`config.mk`:
```
export PLATFORM = sky130hd
export DESIGN_NAME = kpn_fifo_channel
export DESIGN_NICKNAME = d
export VERILOG_FILES = /design/src/rtl/kpn_pkg.sv /design/src/rtl/kpn_fifo_mem.sv /design/src/rtl/kpn_fifo_channel.sv
export SDC_FILE = /design/constraint.sdc
export NUM_CORES = 1
export LEC_CHECK = 0
export CORE_MARGIN = 2
export CORE_UTILIZATION = 62
export CTS_CLUSTER_DIAMETER = 60
export DETAILED_ROUTE_END_ITERATION = 16
export DONT_BUFFER_PORTS = 1
export PLACE_DENSITY = 0.76
export SYNTH_ARGS = -nofsm -noshare
export SYNTH_HDL_FRONTEND = slang
export SYNTH_SLANG_ARGS = --single-unit
```
`constraint.sdc`:
```
create_clock -name clk -period 3.61 [get_ports clk]
set_input_delay 0.1805 -clock clk [delete_from_list [all_inputs] [get_ports clk]]
set_output_delay 0.1805 -clock clk [all_outputs]
set_load 0.05 [all_outputs]
```
`src/rtl/kpn_pkg.sv`:
```
// Shared KPN fabric types: token width and token type used by split, FIFO and consumers.
package kpn_pkg;
  localparam int TOKEN_W = 16;
  typedef logic [TOKEN_W-1:0] kpn_token_t;
endpackage

```
`src/rtl/kpn_fifo_mem.sv`:
```
// Register-array storage for the KPN FIFO channel: one synchronous write port,
// one asynchronous read port. Contents are intentionally never reset.
module kpn_fifo_mem #(
  parameter int DATA_W = 16,
  parameter int DEPTH  = 8,
  parameter int ADDR_W = $clog2(DEPTH)
) (
  input  logic              clk,
  input  logic              we_i,
  input  logic [ADDR_W-1:0] waddr_i,
  input  logic [DATA_W-1:0] wdata_i,
  input  logic [ADDR_W-1:0] raddr_i,
  output logic [DATA_W-1:0] rdata_o
);

  logic [DATA_W-1:0] mem_q [DEPTH];

  always_ff @(posedge clk) begin
    if (we_i) begin
      mem_q[waddr_i] <= wdata_i;
    end
  end

  assign rdata_o = mem_q[raddr_i];

endmodule

```
`src/rtl/kpn_fifo_channel.sv`:
```
// Bounded first-word-fall-through FIFO channel between the split stage and a
// downstream KPN process; writes while full are dropped and flagged sticky.
import kpn_pkg::*;

module kpn_fifo_channel #(
  parameter  int DATA_W = TOKEN_W,
  parameter  int DEPTH  = 8,
  localparam int ADDR_W = $clog2(DEPTH)
) (
  input  logic              clk,
  input  logic              reset,
  input  logic [DATA_W-1:0] wr_data,
  input  logic              wr_en,
  output logic              full,
  output logic [DATA_W-1:0] rd_data,
  output logic              rd_valid,
  input  logic              rd_ready,
  output logic [ADDR_W:0]   count,
  output logic              overflow
);

  localparam logic [ADDR_W:0] DEPTH_C = (ADDR_W+1)'(DEPTH);

  logic [ADDR_W-1:0] wr_ptr_q, wr_ptr_d;
  logic [ADDR_W-1:0] rd_ptr_q, rd_ptr_d;
  logic [ADDR_W:0]   count_q, count_d;
  logic              overflow_q, overflow_d;
  logic              push, pop;
  logic [DATA_W-1:0] head;

  // Flags come only from registered occupancy, so no input reaches them combinationally.
  assign full     = (count_q == DEPTH_C);
  assign rd_valid = (count_q != '0);
  assign count    = count_q;
  assign overflow = overflow_q;

  assign push = wr_en && !full;
  assign pop  = rd_valid && rd_ready;

  always_comb begin
    wr_ptr_d   = wr_ptr_q;
    rd_ptr_d   = rd_ptr_q;
    count_d    = count_q;
    overflow_d = overflow_q;
    if (push) begin
      wr_ptr_d = wr_ptr_q + ADDR_W'(1);
    end
    if (pop) begin
      rd_ptr_d = rd_ptr_q + ADDR_W'(1);
    end
    case ({push, pop})
      2'b10:   count_d = count_q + (ADDR_W+1)'(1);
      2'b01:   count_d = count_q - (ADDR_W+1)'(1);
      default: count_d = count_q;
    endcase
    if (wr_en && full) begin
      overflow_d = 1'b1;
    end
  end

  always_ff @(posedge clk) begin
    if (reset) begin
      wr_ptr_q   <= '0;
      rd_ptr_q   <= '0;
      count_q    <= '0;
      overflow_q <= 1'b0;
    end else begin
      wr_ptr_q   <= wr_ptr_d;
      rd_ptr_q   <= rd_ptr_d;
      count_q    <= count_d;
      overflow_q <= overflow_d;
    end
  end

  kpn_fifo_mem #(
    .DATA_W(DATA_W),
    .DEPTH (DEPTH),
    .ADDR_W(ADDR_W)
  ) u_mem (
    .clk    (clk),
    .we_i   (push),
    .waddr_i(wr_ptr_q),
    .wdata_i(wr_data),
    .raddr_i(rd_ptr_q),
    .rdata_o(head)
  );

  // Storage is not cleared by reset, so the head is masked to zero while empty.
  assign rd_data = rd_valid ? head : '0;

endmodule

```
; ---- After elaboration in Yosys (flattened, before gate mapping)
; Memory sizes are Yosys's and may differ from the RTL's. A register that Yosys moved wholly into a read port is not among the register bits.
; Cells that the tools add are included.
[word_totals]
input_bits = 20
out_inout_bits = 23
ram_bits = 128
elab_cells = 24
register_bits = 11
memories = 1
[classes]
n_eq_ne = 3
add_sub_neg = 4
n_reduce_logical = 6
muxes = 6
[mem_list]
columns = name, depth, width, rd, rd_ports_with_merged_regs, write_ports, line_no
row1 = u_mem.mem_q, 8, 16, 1, 1, 1, kpn_fifo_mem.sv:16  ; logic [DATA_W-1:0] mem_q [DEPTH];
[op_table]
columns = cell, n
row1 = 16-bit 2-to-1 mux, 1
row2 = 4-bit one-hot mux with 2 select lines, 1
row3 = "3-bit by 1-bit adder with 3-bit output, second input constant", 2
row4 = 3-bit 2-to-1 mux, 2
row5 = "4-bit by 1-bit adder with 4-bit output, second input constant", 1
row6 = "4-bit == test, second input constant", 1
row7 = 4-bit nonzero test, 1
row8 = "4-bit by 1-bit subtractor with 4-bit output, second input constant", 1
row9 = 1-bit logical AND, 3
row10 = "2-bit by 1-bit == test with 1-bit output, second input constant", 1
row11 = "2-bit == test, second input constant", 1
row12 = 1-bit 2-to-1 mux, 2
row13 = 2-bit nonzero test, 1
row14 = 1-bit logical NOT, 1

; ---- Depth between registers and ports, before layout
; Gate-level depths: netlist of the first run.
[depth]
word_depth = 5
mapped_depth = 12
ltp_nobuf = 10

; ---- Modules after synthesis
; Synthesis of the first run repeated with hierarchy kept, for this count alone.
[unflattened]
cells_unflattened = 277
area_unflattened_um2 = 5645.4
[modules_own_cells]
columns = mod, instances, cells_each, area_per_inst_um2, seq_area_each_um2
row1 = kpn_fifo_mem, 1, 198, 4973.5, 3843.7
row2 = kpn_fifo_channel, 1, 79, 671.9, 220.2

; ---- Worst setup path after synthesis of the first run
; No wires, ideal clock.
[synth_timing]
kind = reg2reg
start = reg count_q[0], in the netlist count[0]
end = mem u_mem.mem_q[0][0] (enable)
required_time_ns = 3.180
n_path_buf = 1
t_arrival_ns = 2.773
setup_slack_ns = 0.407
setup_time_ns = 0.430
period_less_slack_ns = 3.203
path_stages_with_launch = 5
cell_sequence = dfxtp_1 > or4b_1 > buf_2 > nand2_4 > nor4_1
[synth_between]
elab_chain_cells = 5
[synth_rtl]
columns = item, line_no
row1 = "start, declared", kpn_fifo_channel.sv:26  ; logic [ADDR_W:0] count_q, count_d;
row2 = "start signal, assigned", kpn_fifo_channel.sv:70  ; count_q <= count_d;
row3 = 4-bit == test, kpn_fifo_channel.sv:32  ; assign full = (count_q == DEPTH_C);
row4 = 1-bit logical NOT, kpn_fifo_channel.sv:37  ; assign push = wr_en && !full;
row5 = 1-bit logical AND, kpn_fifo_channel.sv:37
row6 = 1-bit 2-to-1 mux, kpn_fifo_mem.sv:19  ; if (we_i) begin
row7 = 1-bit 2-to-1 mux (implied by the code), kpn_fifo_mem.sv:20  ; mem_q[waddr_i] <= wdata_i;
row8 = "end, declared", kpn_fifo_mem.sv:16
; Every way passes these cells.

; ---- Worst setup path after layout of the first run
[layout_timing]
start = reg count_q[3], in the netlist count[3]
end = reg count_q[3], in the netlist count[3]
[layout_between]
elab_chain_cells = 5
word_cells_on_any_way = 11
cone_classes = 2 x add/sub / 3 x eq/ne / 1 x mux / 5 x reduce/logical
[layout_rtl]
columns = item, line_no
row1 = 4-bit == test, kpn_fifo_channel.sv:32
row2 = 1-bit logical NOT, kpn_fifo_channel.sv:37
row3 = 1-bit logical AND, kpn_fifo_channel.sv:37
row4 = 2-bit by 1-bit == test with 1-bit output / 2-bit == test (equally long branches), kpn_fifo_channel.sv:51  ; case ({push, pop})
row5 = 4-bit one-hot mux with 2 select lines / 2-bit nonzero test (equally long branches), --
; Parallel ways exist; a longest one is shown, timed or not.
; A chain may end at the register's enable or synchronous reset.

==> results.py, run 1 <==
metrics = {
    "global_routing": {
        "globalRouteOverflowTotal": 0,
        "antenna_violations_before_repair": 0,
        "grt-busiest-layer": "met2",
        "use_met3_pct": 6.45,
        "track_usage_pct": 22.8,
        "grt_pass1_wl_mm": 16.0,
        "vias_in_the_first_global_route": 2844,
        "grtUsageMet1_pct": 30.9,
        "grt_start_max_net_pins": 17,
        "groute.layer.met2.usage_pct": 36.7,
    },
    "setup_path": {
        "reg2regPathDepth": 7,
        "register_to_register_setup_slack_ns": 0.64,
        "worstPathMaxFanout": 8,
        "worstPathArrival_ns": 3.36,
        "startpoint_type_of_the_worst_setup_path": "flop",
        "crit_path_max_incr_delay_ns": 0.73,
        "worst_setup_path_end_kind": "flop",
        "worstPathCellList": "or4b_1 -> nand2_4 -> ha_1 -> nand2_1 -> mux2_2 -> o41ai_1 -> mux2_1",
        "required_ns": 4.00,
        "path_class": "reg2reg",
        "worst_path_max_delay_cell": "sky130_fd_sc_hd__dfxtp_1",
    },
    "drt": {
        "route.detailed.vias_per_inst": 6.05,
        "final_routed_drc_violation_total": 0,
        "dr.pass1.iters": 7,
        "detail-route-antenna-nets": 0,
        "iter_0_drt_violations": 226,
        "wl_mm": 10.3,
        "detailed_route_wire_length_per_cell_um": 22.7,
        "num_vias": 2742,
    },
    "finish": {
        "post_route_cells_drive_above_1_share_pct": 30.1,
        "fillCellCount": 463,
        "nNetsFinal": 358,
        "layout.area.seq_mm2": 0.00413,
        "num_antenna_cells": 0,
        "flow.area_growth_from_synthesis_pct": 19.7,
        "multi_input_area_mm2": 0.00138,
        "layout_common_cells": "sky130_fd_sc_hd__edfxtp_1 (128), sky130_fd_sc_hd__mux4_2 (32), sky130_fd_sc_hd__nor2_1 (29), sky130_fd_sc_hd__buf_4 (29), sky130_fd_sc_hd__dlygate4sd3_1 (19)",
        "mostFrequentLayoutCell": "sky130_fd_sc_hd__edfxtp_1",
    },
    "cts": {
        "numCtsBuffers": 17,
        "clk_transition_reported_paths_ns": 0.06,
        "postcts_resize_cnt": 0,
        "post_cts_setup_repair_buffer_count": 0,
        "clock_tree.buffer_depth": 2,
        "clockRootBuffer": "sky130_fd_sc_hd__clkbuf_8",
        "clock_insertion_delay_worst_skew_ns": 0.50,
        "clock_tree.htree_level_count": 4,
        "cts_hold_repair.buffers": 19,
        "cts_tree": "done",
        "clock_sinks": 142,
    },
    "flow_run": {
        "timing.max_cap.violations": 0,
    },
    "synthesis": {
        "syn_avg_cell_area_um2": 19.8,
        "synth_warnings": 0,
        "post_synth_num_cell_types": 31,
        "synth_seq_area_share_pct": 74.1,
        "synth_enable_flop_cells": 128,
        "synthCells": 281,
        "synth_ff_type": "sky130_fd_sc_hd__edfxtp_1",
        "ys_seq_elements": 142,
        "synth_area_leaders": "sky130_fd_sc_hd__edfxtp_1 (69%), sky130_fd_sc_hd__mux4_2 (13%), sky130_fd_sc_hd__dfxtp_1 (5.0%)",
        "yosysTopAreaCell": "sky130_fd_sc_hd__edfxtp_1",
        "asyncSetResetFlopFracSynth_pct": 0,
        "yosysTopAreaCellShare_pct": 69.1,
        "synthesis.nets": 306,
        "netlist_area_mm2": 0.00557,
    },
    "placed_design": {
        "post-place-ws_ns": 0.638,
        "place.detailed.hpwl_mm": 5.70,
        "place_congestion": 0.731,
        "portBuffers": 0,
    },
    "pwr": {
        "total_switching_power_mw": 1.87,
        "power_frac_comb_pct": 29.8,
        "p_clk_share_pct": 31.9,
        "p_per_area_mw_per_mm2": 832,
        "pwr-share-seq_pct": 38.4,
        "netSwitchingFraction_pct": 33.8,
        "p_int_mw": 3.67,
        "cellLeakagePower_nw": 2.20,
        "max_rail_drop_vdd_uv": 495,
    },
    "sta": {
        "setup_ws_ns": 0.641,
        "post-route-min-period_ns": 2.97,
        "final-hold-violation-count": 0,
        "final_setup_viols": 0,
        "rsz0062_at_grt": "false",
        "setup_total_negative_slack_ns": 0,
        "timing.hold.ws_ns": 0.0137,
        "slew_of_the_pin_with_the_lowest_slew_margin_ns": 1.15,
        "skew_ns": 0.00533,
        "clock.fmax_ghz": 0.337,
        "relSlewSlack_pct": 22.9,
        "slew_viol_final": 0,
        "timing.final.crit_share_pct": 82.3,
    },
    "die": {
        "top_level_ports": 43,
        "row_count": 34,
        "core_area_mm2": 0.00872,
        "die_area_mm2": 0.00975,
        "die-height_um": 98.7,
        "floorplan.die.width_um": 98.7,
        "start_util_pct": 63.8,
    },
    "min_path": {
        "hp-class": "in2reg",
        "worstHoldPathCells": 3,
    },
    "status": {
        "run_status": "finished clean",
    },
}
## cell families (layout without fill, tap and decap cells)
kind of cell | after synthesis | after routing | share of synthesized area [%]
XOR/XNOR | 7 | 7 | 1.24
AND/OR/NAND/NOR | 51 | 51 | 4.61
adder cells (fa/ha/maj) | 5 | 5 | 1.12
buffers and inverters | 17 | 81 | 1.57
AO/OA/AOI/OAI | 7 | 7 | 0.764
flip-flops | 142 | 142 | 74.1
multiplexers | 52 | 52 | 16.6
## state kept, by name, indices dropped and copies added (netlist names), named ones only
signal,count
wr_ptr_q,3
u_mem.mem_q,128
overflow,1
rd_ptr_q,3
count,4
## layer usage
metal | vias up | share of wire, % | wire [um]
met3 | 6 | 7.5 | 769
met5 | - | 0 | 0
li1 | 1230 | - | -
met1 | 1381 | 41 | 4240
met4 | 0 | 0.69 | 71
met2 | 125 | 51 | 5220
## Yosys cell counts (2+ instances only)
master and instances:
sky130_fd_sc_hd__nand2b_1 2, sky130_fd_sc_hd__ha_1 5, sky130_fd_sc_hd__inv_2 2, sky130_fd_sc_hd__nand2_1 3, sky130_fd_sc_hd__mux4_2 32, sky130_fd_sc_hd__buf_1 4
sky130_fd_sc_hd__buf_6 2, sky130_fd_sc_hd__clkbuf_1 2, sky130_fd_sc_hd__nor3_1 5, sky130_fd_sc_hd__mux2i_1 18, sky130_fd_sc_hd__a21oi_1 4, sky130_fd_sc_hd__edfxtp_1 128
sky130_fd_sc_hd__buf_2 7, sky130_fd_sc_hd__xor2_1 6, sky130_fd_sc_hd__nand3_1 4, sky130_fd_sc_hd__nor2_1 29, sky130_fd_sc_hd__dfxtp_1 14
## path summary, 6_finish.rpt
path | to | startpoint
max | count[3]$_SDFFE_PP0P_ | count[3]$_SDFFE_PP0P_
min | rd_ptr_q[0]$_SDFFE_PP0P_ | rd_ready
max reg2reg | count[3]$_SDFFE_PP0P_ | count[3]$_SDFFE_PP0P_
min reg2reg | rd_ptr_q[2]$_SDFFE_PP0P_ | rd_ptr_q[2]$_SDFFE_PP0P_
## critical path: cells and delay by family (launching register included)
family | cells | cell delay (ns)
multiplexers | 2 | 0.63
flip-flops | 1 | 0.73
AO/OA/AOI/OAI | 1 | 0.31
AND/OR/NAND/NOR | 3 | 0.90
adder cells (fa/ha/maj) | 1 | 0.28
## power groups by stage
stage / registers (mW) / clock network [mW] / logic, mW
2_1_floorplan: 2.09 / 0 / 1.27
3_3_place_gp: 2.15 / 0 / 1.60
3_5_place_dp: 2.16 / 0 / 1.62
4_1_cts: 2.13 / 1.78 / 1.67
5_1_grt: 2.14 / 1.85 / 1.75
6_report: 2.13 / 1.77 / 1.65
## through the flow
stage,utilization [%],total power [mW],instance area [um2],instances
2_1_floorplan,-,3.36,5570,281
3_3_place_gp,67.3,3.75,5870,403
3_5_place_dp,67.3,3.77,5870,403
4_1_cts,76.4,5.58,6660,453
5_1_grt,76.4,5.75,6660,453
6_report,76.4,5.54,6660,453
## final cells by class
class,instances,area share (%)
Clock buffer,17,6.22
Clock inverter,14,2.89
Inverter,2,0.113
Multi-Input combinational cell,122,20.7
Sequential cell,142,61.9
Tap cell,108,2.03
Timing Repair Buffer,48,6.12
Note: power is estimated with default switching activity, not from simulation.
==> run 2: changes to the inputs <==
clock period = 2.76 ns   (was 3.61 ns; I/O delays follow)
==> results.py, run 2 (synthesis gave the netlist of run 1 again) <==
metrics = {
    "finish": {
        "num_antenna_cells": 0,
        "post_route_cells_drive_above_1_share_pct": 32.5,
        "final_area_mm2": 0.00675,
        "final_cells": 459,
        "fillCellCount": 461,
        "flow.area_growth_from_synthesis_pct": 21.2,
        "nNetsFinal": 364,
        "mostFrequentLayoutCell": "sky130_fd_sc_hd__edfxtp_1",
        "largest_register_ffs": 128,
        "layout_common_cells": "sky130_fd_sc_hd__edfxtp_1 (128), sky130_fd_sc_hd__buf_4 (35), sky130_fd_sc_hd__mux4_2 (32)",
        "top_register": "u_mem.mem_q",
        "finalCoreUtilization_pct": 77.4,
    },
    "global_routing": {
        "vias_in_the_first_global_route": 2933,
        "antenna_violations_before_repair": 0,
        "track_usage_pct": 23.6,
        "globalRouteOverflowTotal": 0,
        "grt_start_max_net_pins": 19,
        "grt_pass1_wl_mm": 16.6,
    },
    "sta": {
        "clock.fmax_ghz": 0.381,
        "slew_of_the_pin_with_the_lowest_slew_margin_ns": 0.508,
        "setup_total_negative_slack_ns": 0,
        "timing.final.crit_share_pct": 95.2,
        "final-hold-violation-count": 0,
        "slew_viol_final": 0,
        "post-route-min-period_ns": 2.63,
        "relSlewSlack_pct": 66.1,
        "skew_ns": 0.00695,
        "setup_ws_ns": 0.133,
        "final_setup_viols": 0,
        "rsz0062_at_grt": "false",
    },
    "drt": {
        "final_routed_drc_violation_total": 0,
        "wl_mm": 10.5,
        "iter_0_drt_violations": 205,
        "dr.pass1.iters": 5,
        "detailed_route_wire_length_per_cell_um": 22.9,
        "detail-route-antenna-nets": 0,
        "num_vias": 2788,
        "route.detailed.vias_per_inst": 6.07,
    },
    "cts": {
        "clock_tree.buffer_depth": 2,
        "cts_tree": "done",
        "clock_tree.htree_level_count": 4,
        "post_cts_setup_repair_buffer_count": 0,
        "clock_insertion_delay_worst_skew_ns": 0.51,
        "postcts_resize_cnt": 0,
        "clockRootBuffer": "sky130_fd_sc_hd__clkbuf_8",
        "clk_transition_reported_paths_ns": 0.06,
        "clock_sinks": 142,
        "numCtsBuffers": 17,
        "cts_hold_repair.buffers": 19,
    },
    "setup_path": {
        "critical_path.top_delay_family": "simple AND/OR/NAND/NOR gates",
        "worstPathArrival_ns": 3.03,
        "reg2regPathDepth": 7,
        "path_class": "reg2reg",
        "required_ns": 3.16,
        "crit_path_max_incr_delay_ns": 0.67,
        "worst_path_max_delay_cell": "sky130_fd_sc_hd__or4b_1",
        "register_to_register_setup_slack_ns": 0.13,
        "worstPathCellList": "or4b_1 -> nand2_4 -> ha_1 -> nand2_1 -> mux2_2 -> o41ai_1 -> mux2_1",
        "worst_setup_path_end_kind": "flop",
        "worstSetupStartpoint": "count[1]$_SDFFE_PP0P_",
        "worstPathMaxFanout": 8,
        "path_buf_inv": 0,
        "startpoint_type_of_the_worst_setup_path": "flop",
        "r2r-start": "count[1]$_SDFFE_PP0P_",
        "reg2reg_to": "count[3]$_SDFFE_PP0P_",
    },
    "placed_design": {
        "place_congestion": 0.818,
        "place_inst": 409,
        "portBuffers": 0,
        "place.detailed.hpwl_mm": 5.82,
        "dpl_cell_area_mm2": 0.00593,
        "post-place-ws_ns": 0.130,
    },
    "min_path": {
        "min_delay_worst_endpoint": "u_mem.mem_q[4][1]$_DFFE_PP_",
        "worstHoldPathCells": 3,
        "hp-class": "in2reg",
        "min-delay-start": "wr_en",
    },
    "pwr": {
        "max_rail_drop_vdd_uv": 674,
        "cellLeakagePower_nw": 2.26,
        "p_per_area_mw_per_mm2": 1100,
    },
    "status": {
        "run_status": "finished clean",
    },
    "die": {
        "die-height_um": 98.7,
        "top_level_ports": 43,
        "die_area_mm2": 0.00975,
        "row_count": 34,
        "core_area_mm2": 0.00872,
        "floorplan.die.width_um": 98.7,
        "start_util_pct": 63.8,
    },
    "flow_run": {
        "timing.max_cap.violations": 0,
    },
}
==> run 2: cell count changes in the layout (fill, tap and decap cells not counted), moves of 3 or more <==
| cell | change |
|---|---|
| sky130_fd_sc_hd__dfxtp_2 | +4 |
| sky130_fd_sc_hd__buf_4 | +6 |
| sky130_fd_sc_hd__clkinvlp_4 | -3 |
| sky130_fd_sc_hd__dfxtp_1 | -4 |
==> run 2: per-stage QoR <==
step                      hold WS [ns]  power, mW
after floorplan                  0.200       4.42
after global placement           0.205       4.97
after detailed placement         0.206       5.01
after CTS                        0.248       7.47
after global routing             0.255       7.70
final                            0.259       7.41
==> run 2: power by group <==
group | internal (mW) | switching [mW] | total (mW)
sequential | 2.53 | 0.0827 | 2.61
combinational | 0.864 | 1.53 | 2.39
clock | 1.56 | 0.850 | 2.41
total | 4.96 | 2.46 | 7.41
==> run 2: worst max path at each step <==
stage	endpoint	cells past startpoint
after floorplan	count[3]$_SDFFE_PP0P_	10
after global placement	count[3]$_SDFFE_PP0P_	7
after detailed placement	count[3]$_SDFFE_PP0P_	7
after CTS	count[3]$_SDFFE_PP0P_	7
after global routing	count[3]$_SDFFE_PP0P_	7
final	count[3]$_SDFFE_PP0P_	7
==> run 2: worst reg2reg max path, delay by kind of cell (launching register included) <==
family | cells | cell delay [ns]
adder cells (fa/ha/maj) | 1 | 0.29
flip-flops | 1 | 0.32
AO/OA/AOI/OAI | 1 | 0.32
AND/OR/NAND/NOR | 3 | 0.96
multiplexers | 2 | 0.62
==> run 2: area by class of cell <==
| cell class | instances | area, um2 | area share [%] |
|---|---|---|---|
| Inverter | 2 | 10.0 | 0.148 |
| Tap cell | 108 | 135 | 2.00 |
| Timing Repair Buffer | 54 | 453 | 6.71 |
| Multi-Input combinational cell | 122 | 1390 | 20.6 |
| Clock buffer | 18 | 418 | 6.19 |
| Clock inverter | 13 | 213 | 3.15 |
| Sequential cell | 142 | 4130 | 61.2 |
==> run 2: routing by layer <==
| metal | global-route usage [%] | vias to the layer above | part of all wire, % |
|---|---|---|---|
| met4 | 8.54 | 0 | 1.2 |
| met2 | 37.4 | 92 | 50 |
| met3 | 6.10 | 15 | 4.0 |
| met5 | 0 | - | 0 |
| li1 | - | 1244 | - |
| met1 | 32.3 | 1437 | 45 |
==> run 3: changes to the inputs <==
--- a/constraint.sdc
+++ b/constraint.sdc
@@ -3,2 +3,2 @@
 set_output_delay 0.138 -clock clk [all_outputs]
-set_load 0.05 [all_outputs]
+set_load 0.01 [all_outputs]
==> results.py, run 3 (synthesis gave the netlist of run 1 again) <==
metrics = {
    "pwr": {
        "p_clk_share_pct": 32.5,
        "max_rail_drop_vdd_uv": 699,
        "pwr-share-seq_pct": 42.7,
        "total_switching_power_mw": 1.73,
        "p_int_mw": 4.36,
        "p_per_area_mw_per_mm2": 934,
        "power_frac_comb_pct": 24.8,
        "netSwitchingFraction_pct": 28.4,
        "cellLeakagePower_nw": 2.12,
    },
    "sta": {
        "slew_of_the_pin_with_the_lowest_slew_margin_ns": 1.09,
        "timing.final.crit_share_pct": 91.9,
        "post-route-min-period_ns": 2.54,
        "final-hold-violation-count": 0,
        "setup_total_negative_slack_ns": 0,
        "slew_viol_final": 0,
        "relSlewSlack_pct": 27.0,
        "skew_ns": 0.00477,
        "setup_ws_ns": 0.225,
        "final_setup_viols": 0,
        "rsz0062_at_grt": "false",
        "clock.fmax_ghz": 0.394,
    },
    "cts": {
        "clock_sinks": 142,
        "clock_tree.buffer_depth": 2,
        "clockRootBuffer": "sky130_fd_sc_hd__clkbuf_8",
        "clock_tree.htree_level_count": 4,
        "cts_hold_repair.buffers": 20,
        "cts_tree": "done",
        "numCtsBuffers": 17,
        "clk_transition_reported_paths_ns": 0.06,
        "postcts_resize_cnt": 0,
        "post_cts_setup_repair_buffer_count": 0,
        "clock_insertion_delay_worst_skew_ns": 0.51,
    },
    "setup_path": {
        "worstPathMaxFanout": 8,
        "path_class": "reg2reg",
        "worstPathArrival_ns": 2.94,
        "worst_setup_path_end_kind": "flop",
        "required_ns": 3.16,
        "startpoint_type_of_the_worst_setup_path": "flop",
    },
    "finish": {
        "num_antenna_cells": 0,
        "finalCoreUtilization_pct": 74.8,
        "flow.area_growth_from_synthesis_pct": 17.2,
        "largest_register_ffs": 128,
        "mostFrequentLayoutCell": "sky130_fd_sc_hd__edfxtp_1",
        "layout_common_cells": "sky130_fd_sc_hd__edfxtp_1 (128), sky130_fd_sc_hd__mux4_2 (32), sky130_fd_sc_hd__nor2_1 (29)",
        "nNetsFinal": 348,
        "top_register": "u_mem.mem_q",
        "post_route_cells_drive_above_1_share_pct": 26.9,
    },
    "drt": {
        "iter_0_drt_violations": 170,
        "num_vias": 2704,
        "route.detailed.vias_per_inst": 6.10,
        "detail-route-antenna-nets": 0,
        "dr.pass1.iters": 6,
        "final_routed_drc_violation_total": 0,
        "wl_mm": 10.1,
        "detailed_route_wire_length_per_cell_um": 22.9,
    },
    "placed_design": {
        "place_congestion": 0.731,
        "post-place-ws_ns": 0.226,
        "portBuffers": 0,
        "place.detailed.hpwl_mm": 5.51,
    },
    "die": {
        "start_util_pct": 63.8,
        "top_level_ports": 43,
        "die-height_um": 98.7,
        "core_area_mm2": 0.00872,
        "floorplan.die.width_um": 98.7,
        "die_area_mm2": 0.00975,
        "row_count": 34,
    },
    "flow_run": {
        "timing.max_cap.violations": 0,
    },
    "min_path": {
        "hp-class": "in2reg",
    },
    "global_routing": {
        "grt_start_max_net_pins": 33,
        "globalRouteOverflowTotal": 0,
        "grt_pass1_wl_mm": 15.7,
        "antenna_violations_before_repair": 0,
        "vias_in_the_first_global_route": 2855,
        "track_usage_pct": 22.6,
    },
    "status": {
        "run_status": "finished clean",
    },
}
## run 3: cell count changes in the layout (fill, tap and decap cells not counted), moves of 2 or more
cell,change
sky130_fd_sc_hd__buf_4,-18
sky130_fd_sc_hd__clkinv_1,+3
sky130_fd_sc_hd__clkinv_2,+2
sky130_fd_sc_hd__dfxtp_2,-4
sky130_fd_sc_hd__dfxtp_1,+4
sky130_fd_sc_hd__bufinv_16,-4
## run 3: worst max-delay path, stage by stage, from the launching register on
cell                      delay [ns]
sky130_fd_sc_hd__dfxtp_1        0.30
sky130_fd_sc_hd__or4b_1         0.59
sky130_fd_sc_hd__nand2_4        0.18
sky130_fd_sc_hd__ha_1           0.29
sky130_fd_sc_hd__nand2_1        0.09
sky130_fd_sc_hd__mux2_2         0.27
sky130_fd_sc_hd__o41ai_1        0.34
sky130_fd_sc_hd__mux2_1         0.36
## run 3: power groups by stage
stage | clock network [mW] | logic [mW] | registers, mW
2_1_floorplan | 0 | 1.11 | 2.66
3_3_place_gp | 0 | 1.44 | 2.63
3_5_place_dp | 0 | 1.47 | 2.64
4_1_cts | 2.00 | 1.54 | 2.60
5_1_grt | 2.09 | 1.65 | 2.62
6_report | 1.98 | 1.51 | 2.60
## run 3: metrics by stage
stage | instance area [um2] | hold slack, ns | cells | power [mW]
after floorplan | 5570 | 0.207 | 281 | 3.76
after global placement | 5800 | 0.206 | 392 | 4.07
after CTS | 6520 | 0.241 | 443 | 6.15
final | 6520 | 0.242 | 443 | 6.10
after global routing | 6520 | 0.271 | 443 | 6.36
after detailed placement | 5800 | 0.207 | 392 | 4.11
## run 3: area by class of cell
cell class | instances | area (um2)
Sequential cell | 142 | 4130
Inverter | 2 | 7.51
Clock buffer | 18 | 418
Tap cell | 108 | 135
Fill cell | 502 | 2200
Clock inverter | 13 | 101
Timing Repair Buffer | 38 | 348
Multi-Input combinational cell | 122 | 1390
## run 3: path summary, 6_finish.rpt
kind,from,to,slack [ns],cells past startpoint
worst max-delay path,count[1]$_SDFFE_PP0P_,count[3]$_SDFFE_PP0P_,0.22,7
worst min-delay path,wr_en,u_mem.mem_q[6][4]$_DFFE_PP_,0.24,2
worst max register to register,count[1]$_SDFFE_PP0P_,count[3]$_SDFFE_PP0P_,0.22,7
worst min register to register,rd_ptr_q[2]$_SDFFE_PP0P_,rd_ptr_q[2]$_SDFFE_PP0P_,0.54,2
## run 3: layer usage
metal	track usage, %	routed length, um	vias to the layer above
li1	-	-	1213
met2	36.1	5110	62
met3	6.38	467	19
met5	0	0	-
met4	9.27	161	0
met1	30.0	4390	1410
